$ cat config.mk
export PLATFORM = sky130hd
export DESIGN_NAME = inst_encoder
export DESIGN_NICKNAME = d
export VERILOG_FILES = /design/src/rtl/inst_encoder.sv
export SDC_FILE = /design/constraint.sdc
export NUM_CORES = 1
export LEC_CHECK = 0
export BUFFER_PORTS_ARGS = -buffer_cell sky130_fd_sc_hd__clkbuf_2
export CAP_MARGIN = 20
export CORE_MARGIN = 2
export CORE_UTILIZATION = 51
export CTS_BUF_LIST = sky130_fd_sc_hd__clkbuf_8
export CTS_CLUSTER_DIAMETER = 40
export DETAILED_ROUTE_END_ITERATION = 10
export PLACE_DENSITY = 0.83
export SYNTH_ARGS = -nofsm -noshare
export SYNTH_HDL_FRONTEND = slang
export SYNTH_SLANG_ARGS = --single-unit
$ cat constraint.sdc
create_clock -name clk -period 2.67 [get_ports clk]
set_input_delay 0.1335 -clock clk [delete_from_list [all_inputs] [get_ports clk]]
set_output_delay 0.1335 -clock clk [all_outputs]
set_load 0.1 [all_outputs]
$ cat src/rtl/inst_encoder.sv
`default_nettype none
// ============================================================================
// Module   : inst_encoder
// Purpose  : Packs instruction field tuples (N/R/I/S formats) into 32-bit
//            words and writes them as a burst into instruction memory,
//            starting at a programmable base address with address wrap.
// Revision : 1.0  initial release
// ============================================================================
module inst_encoder #(
    parameter int ADDR_W = 8
) (
    input  logic              clk,
    input  logic              rst,
    input  logic              start,
    input  logic [ADDR_W-1:0] base_addr,
    input  logic [ADDR_W:0]   length,
    input  logic              abort,
    input  logic              in_valid,
    output logic              in_ready,
    input  logic [1:0]        in_fmt,
    input  logic [6:0]        in_opcode,
    input  logic [4:0]        in_dr,
    input  logic [4:0]        in_sa,
    input  logic [4:0]        in_sb,
    input  logic [14:0]       in_imm,
    input  logic [4:0]        in_sh,
    output logic              mem_we,
    output logic [ADDR_W-1:0] mem_addr,
    output logic [31:0]       mem_wdata,
    output logic              busy,
    output logic              done,
    output logic              wrapped,
    output logic [ADDR_W:0]   count
);

    // Instruction formats as carried on in_fmt
    localparam logic [1:0] c_fmt_n = 2'b00;
    localparam logic [1:0] c_fmt_r = 2'b01;
    localparam logic [1:0] c_fmt_i = 2'b10;
    localparam logic [1:0] c_fmt_s = 2'b11;

    localparam logic [ADDR_W-1:0] c_addr_max = {ADDR_W{1'b1}};
    localparam logic [ADDR_W-1:0] c_addr_one = {{(ADDR_W-1){1'b0}}, 1'b1};
    localparam logic [ADDR_W:0]   c_len_zero = {(ADDR_W+1){1'b0}};
    localparam logic [ADDR_W:0]   c_len_one  = {{ADDR_W{1'b0}}, 1'b1};

    typedef enum logic [1:0] {
        S_IDLE = 2'd0,
        S_RUN  = 2'd1,
        S_DONE = 2'd2
    } state_t;

    state_t            r_state;
    logic [ADDR_W-1:0] r_addr;
    logic [ADDR_W:0]   r_remaining;
    logic [ADDR_W:0]   r_count;
    logic              r_wrapped;
    logic              r_mem_we;
    logic [ADDR_W-1:0] r_mem_addr;
    logic [31:0]       r_mem_wdata;

    logic [14:0]       w_low;
    logic [31:0]       w_word;
    logic              w_in_ready;
    logic              w_accept;
    logic              w_last;
    logic [ADDR_W-1:0] w_addr_next;
    logic              w_addr_wraps;
    logic [ADDR_W:0]   w_rem_next;

    // Field packing: the low 15 bits depend on format, unused fields are dropped
    always_comb begin
        w_low = 15'd0;
        case (in_fmt)
            c_fmt_n: w_low = 15'd0;
            c_fmt_r: w_low = {in_sb, 10'd0};
            c_fmt_i: w_low = in_imm;
            c_fmt_s: w_low = {in_sb, 5'd0, in_sh};
            default: w_low = 15'd0;
        endcase
        w_word = {in_opcode, in_dr, in_sa, w_low};
    end

    // Handshake is combinational on abort so an aborting cycle never accepts;
    // rst also blocks acceptance because it overrides everything at the edge
    assign w_in_ready = (r_state == S_RUN) && (r_remaining != c_len_zero)
                        && !abort && !rst;
    assign w_accept   = in_valid && w_in_ready;
    assign w_last     = (r_remaining == c_len_one);

    // Address and remaining-count arithmetic for the accept path
    assign w_addr_next  = r_addr + c_addr_one;
    assign w_addr_wraps = (r_addr == c_addr_max);
    assign w_rem_next   = r_remaining - c_len_one;

    // Burst control FSM together with the registered memory write port
    always_ff @(posedge clk) begin
        if (rst) begin
            r_state     <= S_IDLE;
            r_addr      <= '0;
            r_remaining <= '0;
            r_count     <= '0;
            r_wrapped   <= 1'b0;
            r_mem_we    <= 1'b0;
            r_mem_addr  <= '0;
            r_mem_wdata <= '0;
        end else begin
            // Write strobe is a single-cycle pulse per accepted tuple
            r_mem_we <= 1'b0;
            case (r_state)
                S_IDLE: begin
                    if (start) begin
                        r_count   <= '0;
                        r_wrapped <= 1'b0;
                        if (length != c_len_zero) begin
                            r_addr      <= base_addr;
                            r_remaining <= length;
                            r_state     <= S_RUN;
                        end else begin
                            r_state <= S_DONE;
                        end
                    end
                end
                S_RUN: begin
                    if (abort) begin
                        r_state <= S_IDLE;
                    end else if (w_accept) begin
                        r_mem_we    <= 1'b1;
                        r_mem_addr  <= r_addr;
                        r_mem_wdata <= w_word;
                        r_addr      <= w_addr_next;
                        r_count     <= r_count + c_len_one;
                        r_remaining <= w_rem_next;
                        if (w_addr_wraps) begin
                            r_wrapped <= 1'b1;
                        end
                        // Final word: DONE lines up with its write cycle
                        if (w_last) begin
                            r_state <= S_DONE;
                        end
                    end
                end
                S_DONE: begin
                    r_state <= S_IDLE;
                end
                default: begin
                    r_state <= S_IDLE;
                end
            endcase
        end
    end

    assign in_ready  = w_in_ready;
    assign mem_we    = r_mem_we;
    assign mem_addr  = r_mem_addr;
    assign mem_wdata = r_mem_wdata;
    assign busy      = (r_state != S_IDLE);
    assign done      = (r_state == S_DONE);
    assign wrapped   = r_wrapped;
    assign count     = r_count;

endmodule
`default_nettype wire
# Word level (Yosys, flattened, before mapping)
# Cells that the tools add are included.
# W data, S select, Z words.
[classes]
n_addsub = 3
n_eq_ne = 14
mux = 27
bitwise_logic = 2
n_reduce_logical = 18
[ops]
columns = ["op", "n"]
rows = [
  ["$mux W9", 7],
  ["$pmux W15 S4", 1],
  ["$pmux W9 S2", 2],
  ["$mux W8", 4],
  ["$reduce_bool A9 Y1", 2],
  ["$pmux W8 S2", 1],
  ["$mux W2", 5],
  ["$ne A2 B2 Y1 const B", 5],
  ["$reduce_and A5 Y1", 2],
  ["$add A9 B1 Y9 const B", 1],
  ["$eq A9 B1 Y1 const B", 1],
  ["$sub A9 B1 Y9 const B", 1],
  ["$add A8 B1 Y8 const B", 1],
  ["$eq A8 B8 Y1 const B", 1],
  ["$eq A2 B2 Y1 const B", 3],
  ["$ne A3 B3 Y1 const B", 2],
  ["$reduce_and A3 Y1", 2],
  ["$mux W1", 5],
  ["$eq A2 B1 Y1 const B", 2],
  ["$logic_and A1 B1 Y1", 4],
  ["$logic_not A2 Y1", 2],
  ["$pmux W2 S2", 1],
  ["$reduce_and A4 Y1", 1],
  ["$reduce_bool A2 Y1", 2],
  ["4 further kinds", 6],
]
[totals]
regBits = 70
input_bits = 66
out_inout_bits = 54
elab_cells = 72

# Depth between registers and ports, before layout
# Gate-level depths: netlist (run 1).
[depth]
word_depth = 8
depth_mapped = 8

# Worst setup path after synthesis (run 1)
# No wires, ideal clock.
[synth_path]
path_type = "reg2out"
start = "reg r_state[1]"
end = "out in_ready"
arrival_time_ps = 2402
slack_ps = 135
path_stages_with_launch = 3
n_path_buf = 0
path_cell_list = "dfxtp_1 -> or4b_1 -> a31oi_1"
[synth_via]
elab_chain_len = 4
[synth_lines]
columns = ["element", "line", "source"]
rows = [
  ["from (decl)", "53", "state_t r_state;"],
  ["from (signal assigned)", "99", "r_state <= S_IDLE;"],
  ["from (signal assigned)", "118", "r_state <= S_RUN;"],
  ["from (signal assigned)", "120", "r_state <= S_DONE;"],
  ["$eq A2 B1 Y1", "86", "assign w_in_ready = (r_state == S_RUN) && (r_remaining != c_len_zero)"],
  ["$logic_and A1 B1 Y1", "86", ""],
  ["$logic_and A1 B1 Y1 (2 in a row)", "87", "&& !abort && !rst;"],
  ["to (decl)", "19", "output logic in_ready,"],
]
# Every way passes these cells.

# Worst setup path after layout (run 1)
[layout_path]
start = "reg r_state[1]"
end = "reg r_remaining[2]"
[layout_via]
elab_chain_len = 7
elab_cells_between_ends = 13
classes_between = "5 x eq/ne; 1 x mux; 7 x reduce/logical"
[layout_lines]
columns = ["element", "line", "source"]
rows = [
  ["$eq A2 B1 Y1", "86, 110", ""],
  ["$logic_and A1 B1 Y1", "86", ""],
  ["$logic_and A1 B1 Y1 (2 in a row)", "87", ""],
  ["$logic_and A1 B1 Y1", "88", "assign w_accept = in_valid && w_in_ready;"],
  ["$ne A2 B2 Y1 (no line)", "--", ""],
  ["$reduce_and A5 Y1 (no line)", "--", ""],
  ["to (signal assigned)", "117", "r_remaining <= length;"],
  ["to (signal assigned)", "133", "r_remaining <= w_rem_next;"],
  ["to (decl)", "55", "logic [ADDR_W:0] r_remaining;"],
]
# Several ways; a longest one is shown, not always the timed one.
# A chain may end at the register's enable or synchronous reset.

==> reports/results.ini, run 1 <==
[status]
status=finished clean

[routing]
drc_errors=0
postRouteAntennaNets=0
drtIter0Drc=316
routedWlPerCell_um=14.0
wirelength_um=8320
drt-pass1-iter-count=5
drt-vias-per-instance=5.51
route.vias.total=3272

[pwr]
intPower_mw=1.64
p_sw_mw=0.688
vdd_drop_max_v=0.000336
pwr-share-seq_pct=47.7
p_per_area_mw_per_mm2=574
power_frac_clock_pct=36.9
p_sw_share_pct=29.6
comb_power_share_pct=15.4
leakage_nw=1.74

[floorplanning]
ios=120
fp.dieH_um=82.8
dieArea_mm2=0.00685
die_width_um=82.8
row_count=28
start_util_pct=53.1
coreArea_mm2=0.00596

[cells_and_area]
final_common_cell=clkbuf_2
diodes=0
n_fill_cell=513
syn_to_final_growth_pct=28.2
mostFrequentLayoutCells=clkbuf_2 (119), nand2_1 (92), dfxtp_1 (70)
drive_gt1_share_pct=29.3
layout.nets=585

[job]
maxCapViolations=0

[synth]
syn_nets=467
postSynthAreaPerCell_um2=7.99
async_flop_share_pct=0
synth-simple-area-share_pct=23.6
synthCells=396
synthMuxAreaShare_pct=2.14
synth-compound-area-share_pct=20.1
yosys.area.top_type=dfxtp_1
ys_types=46
synth_area_leaders=dfxtp_1 (44%), nand2_1 (11%), a21oi_1 (7.9%)
yosys.area_share.adder_pct=1.98
synth_edf_count=0
synthFlopType=dfxtp_1
yosysSeqAreaShare_pct=44.3
netlist_area_mm2=0.00316
ys_seq_elements=70
yosysWarnings=0
synth_xor_area_share_pct=2.77
synth_top_area_share_pct=44.3
synth_top_family_by_area=simple AND/OR/NAND/NOR gates

[hold_path]
hp-class=in -> reg

[sta]
drv_slew=0
finClkSkew_ns=0.00557
tightest_slew_ns=0.713
clock.fmax_mhz=441
setup_slack_ns=0.403
finalSetupTns_ns=0
rsz0062_at_grt=no
setup-violations-final=0
fin_crit_sh_pct=84.9
period_needed_ns=2.27
hold_viol=0
slew_headroom_pct=52.5

[clock_network]
htree_levels=3
path_clk_slew_ns=0.08
post-cts-setup-buffer-count=0
cts_buffers=9
clock_path_buffers=2
clk_latency_ns=0.34
clock-sinks=70
cts_tree=done
clk_root_buffer_cell=clkbuf_8
post_cts_resize_count=0

[global_routing]
grt_pass1_wl_um=13100
grt_pass1_vias=2906
antenna_found_initial=0
grt.overflow.total=0
grt_max_degree=62
gr-usage-all-layers_pct=24.7

[worst_setup_path]
startpoint_type=flip-flop
cp_data_required_time_ns=2.88
path_max_fanout=17
cp.arrival_ns=2.48
crit_path_end_kind=flip-flop
crit_type=reg -> reg

[placement]
preCtsSetupSlack_ns=0.458
gp_congestion=0.908
port_buffers=119
hpwl_um=5690

## path summary, 6_finish.rpt
check	cells past startpoint	start	slack, ns	to
min	3	in_opcode[4]	0.002	mem_wdata[29]
max reg2reg	5	r_state[1]	0.40	r_remaining[2]
min reg2reg	2	mem_wdata[15]	0.46	mem_wdata[15]
max	5	r_state[1]	0.40	r_remaining[2]
## sequential cells by signal (all words and copies together) (netlist names)
| name | flops |
|---|---|
| mem_wdata | 32 |
| count | 9 |
| wrapped | 1 |
| mem_we | 1 |
| mem_addr | 8 |
| r_addr | 8 |
| r_state | 2 |
| r_remaining | 9 |
## per-stage QoR
step | power (mW) | instance area (um2) | hold WS [ns] | instances | util (%)
floorplan | 1.37 | 3160 | 0.270 | 396 | -
global placement | 1.47 | 3780 | 0.360 | 570 | 63.4
detailed placement | 1.48 | 3780 | 0.364 | 570 | 63.4
CTS | 2.34 | 4060 | 0.000553 | 594 | 68.1
global route | 2.42 | 4060 | 0.00567 | 594 | 68.1
finish | 2.33 | 4060 | 0.00201 | 594 | 68.1
## synthesized netlist by cell type, types with 6 or more instances
master / count
dfxtp_1: 70
o21ai_0: 9
clkbuf_1: 19
mux2_2: 6
nand2_1: 92
inv_1: 8
nor3_1: 13
nor2_1: 29
nand3_1: 19
xor2_1: 7
a21oi_1: 50
## power groups by stage
stage | clock network [mW] | logic, mW | registers (mW)
final | 0.859 | 0.359 | 1.11
after global routing | 0.915 | 0.390 | 1.11
after CTS | 0.876 | 0.356 | 1.11
after detailed placement | 0 | 0.345 | 1.13
after global placement | 0 | 0.340 | 1.13
after floorplan | 0 | 0.194 | 1.18
## kinds of logic (layout without fill, tap and decap cells)
| logic type | after synthesis | after routing |
|---|---|---|
| and+or+nand+nor | 173 | 173 |
| AOI/OAI and AO/OA | 97 | 97 |
| DFF | 70 | 70 |
| buffers and inverters | 35 | 158 |
| xor gates and xnor gates | 10 | 10 |
| muxes | 6 | 6 |
| adders and majority gates | 5 | 5 |
## area by class of cell
type	count	area, um2	share of cell area [%]
clock buffers	9	124	3.05
clock inverters	7	73.8	1.82
inverters	8	30.0	0.741
flip-flops and latches	70	1400	34.6
well taps	75	93.8	2.31
repair buffers	134	728	18.0
multi-input cells	291	1600	39.6
## per-layer routing
metal	part of all wire (%)	vias to the layer above	GRT usage [%]
met4	1.5	0	11.1
met5	0	-	0
li1	-	1615	-
met1	43	1503	32.3
met2	48	140	39.8
met3	6.6	14	4.33
## critical path: stages (launching register included)
cell,delay [ns]
dfxtp_1,0.35
or4b_1,0.57
a311o_2,0.40
a21boi_4,0.47
o311a_1,0.29
o31ai_2,0.06
## what timing repair did
| item | 4_1_cts | 5_1_grt |
|---|---|---|
| setup endpoints to repair | 0 | 0 |
| endpoints found under the hold margin | 8 | 0 |
| hold buffers | 8 | 0 |
(Power assumes the default switching activity.)
==> run 2, diff against run 1 <==
==> constraint.sdc (replaced) <==
create_clock -name clk -period 2.1 [get_ports clk]
set_input_delay 0.105 -clock clk [delete_from_list [all_inputs] [get_ports clk]]
set_output_delay 0.105 -clock clk [all_outputs]
set_load 0.1 [all_outputs]
==> run 2 against run 1 <==
Net effect:
- clock power is 58% higher
- die area did not move
- combinational power is 47% higher
- sequential power is 27% higher
- critical path depth is 2 higher
- routed wire length up 12%
- largest cell class unchanged
- critical path type unchanged
==> reports/results.ini, run 2 (same netlist as run 1, synthesis figures left out) <==
[floorplanning]
coreArea_mm2=0.00596  ; unchanged
ios=120  ; unchanged
dieArea_mm2=0.00685  ; unchanged
die_width_um=82.8  ; unchanged
row_count=28  ; unchanged
start_util_pct=53.1  ; unchanged
fp.dieH_um=82.8  ; unchanged

[placement]
dp.cells=576  ; +1.1%
port_buffers=119  ; unchanged
gp_congestion=0.833  ; -8.2%
hpwl_um=6080  ; +6.8%
preCtsSetupSlack_ns=-0.0371  ; -0.495 ns

[cells_and_area]
n_fill_cell=465  ; -9.4%
stdcell_count=614  ; +3.4%
layout.nets=605  ; +3.4%
drive_gt1_share_pct=32.8  ; +3.6 points
diodes=0  ; unchanged
seq_area_mm2=0.00140  ; about the same
largest_reg_flops=32  ; unchanged
multiInputGateArea_mm2=0.00168  ; +5.0%
final_common_cell=clkbuf_2
syn_to_final_growth_pct=40.9
mostFrequentLayoutCells=clkbuf_2 (118), nand2_1 (92), dfxtp_1 (69)

[routing]
top_layer_used=met4
drtIter0Drc=160  ; -49%
wl_met2_um=4810  ; +19%
drt-vias-per-instance=5.47  ; -0.74%
met1_length_um=3770  ; +4.2%
route.vias.total=3357  ; +2.6%
drt-pass1-iter-count=4  ; -1
postRouteAntennaNets=0  ; unchanged
drc_errors=0  ; unchanged
met3_length_um=539  ; -2.5%
wirelength_um=9290  ; +12%
routedWlPerCell_um=15.1  ; +8.0%

[clock_network]
cts_buffers=9  ; unchanged
path_clk_slew_ns=0.08  ; about the same
clk_root_buffer_cell=clkbuf_8
clk_latency_ns=0.33  ; about the same
htree_levels=3  ; unchanged
cts_tree=done
clock_path_buffers=2  ; unchanged
clock-sinks=70  ; unchanged

[sta]
rsz0062_at_grt=yes
hold_viol=0  ; unchanged
period_needed_ns=2.09  ; -0.172 ns
setup-violations-final=0  ; unchanged
drv_slew=0  ; unchanged
fin_crit_sh_pct=99.7  ; +15 points
setup_slack_ns=0.00552  ; -0.398 ns
hold_ws_ns=0.00590  ; +0.00389 ns
slew_headroom_pct=41.8  ; -11 points
finClkSkew_ns=0.0107  ; +0.00512 ns
tightest_slew_ns=0.872  ; +0.159 ns
clock.fmax_mhz=477  ; +8.2%

[worst_setup_path]
cp_data_required_time_ns=2.31  ; -0.57 ns
path_cells=or4b_4 -> a311o_2 -> clkinv_4 -> buf_12 -> o2111ai_1 -> xor2_1 -> nor2_1
startpoint_type=flip-flop
cp_slowest_stage_delay_ns=0.52  ; -0.05 ns
crit_path_end_kind=flip-flop
crit_type=reg -> reg
crit_slowest_cell=or4b_4
path_max_fanout=5  ; -12
cp.arrival_ns=2.31  ; -0.17 ns

[global_routing]
gr-usage-all-layers_pct=25.2  ; +0.51 points
grt_max_degree=62  ; unchanged
grt_pass1_vias=2913  ; +0.24%
grt_pass1_wl_um=13300  ; +1.3%
antenna_found_initial=0  ; unchanged
grt.overflow.total=0  ; unchanged

[status]
status=finished clean

[pwr]
vdd_drop_max_v=0.000481  ; +43%
leakage_nw=1.89  ; +8.9%
power_mw=3.30  ; +42%
p_per_area_mw_per_mm2=740  ; +29%

[hold_path]
hp-class=in -> reg

[job]
maxCapViolations=0  ; unchanged

[run 2: per-stage QoR]
step	TNS (ns)	area, um2	utilization, %
final	0	4460	74.9
after detailed placement	-0.141	3890	65.4
after floorplan	0	3170	-
after global routing	-0.126	4460	74.9
after CTS	0	4300	72.1
after global placement	0	3890	65.4
[run 2: per-layer routing]
layer  GRT usage [%]  vias to the layer above
met5               0                        -
met4            12.5                        0
met3            4.33                       16
met1            30.9                     1556
met2            42.7                      118
li1                -                     1667
[run 2: path summary, 6_finish.rpt]
path / start / endpoint / slack, ns / cells past startpoint
setup reg to reg: r_state[1] / count[4] / 0.006 / 7
hold reg to reg: mem_wdata[7] / mem_wdata[7] / 0.45 / 2
hold / removal: in_imm[7] / mem_wdata[7] / 0.006 / 3
setup / recovery: r_state[1] / count[4] / 0.006 / 7
[run 2: power breakdown]
| group | total (mW) | internal [mW] | switching, mW |
|---|---|---|---|
| logic | 0.528 | 0.202 | 0.326 |
| clock network | 1.36 | 0.857 | 0.504 |
| registers | 1.41 | 1.37 | 0.0446 |
| total | 3.30 | 2.43 | 0.875 |
[run 2: timing repair]
item	CTS	global route
hold buffers	14	3
gates cloned	0	2
buffers inserted	0	3
endpoints found under the setup margin	8	28
hold endpoints to repair	14	3
pin swaps	0	15
resized for setup	2	16
[run 2: worst max-delay path, delay by kind of cell, from the launching register on]
| family | cells | cell delay [ns] |
|---|---|---|
| AO/OA/AOI/OAI | 2 | 0.61 |
| XOR/XNOR | 1 | 0.19 |
| buffers and inverters | 2 | 0.25 |
| flip-flops | 1 | 0.33 |
| AND/OR/NAND/NOR | 2 | 0.59 |
[run 2: area by class of cell]
class / instances / area share [%]
clock inverters: 5 / 2.33
inverters: 8 / 0.786
well taps: 75 / 2.10
repair buffers: 153 / 22.1
multi-input cells: 292 / 37.8
flip-flops and latches: 70 / 31.5
clock buffers: 11 / 3.40
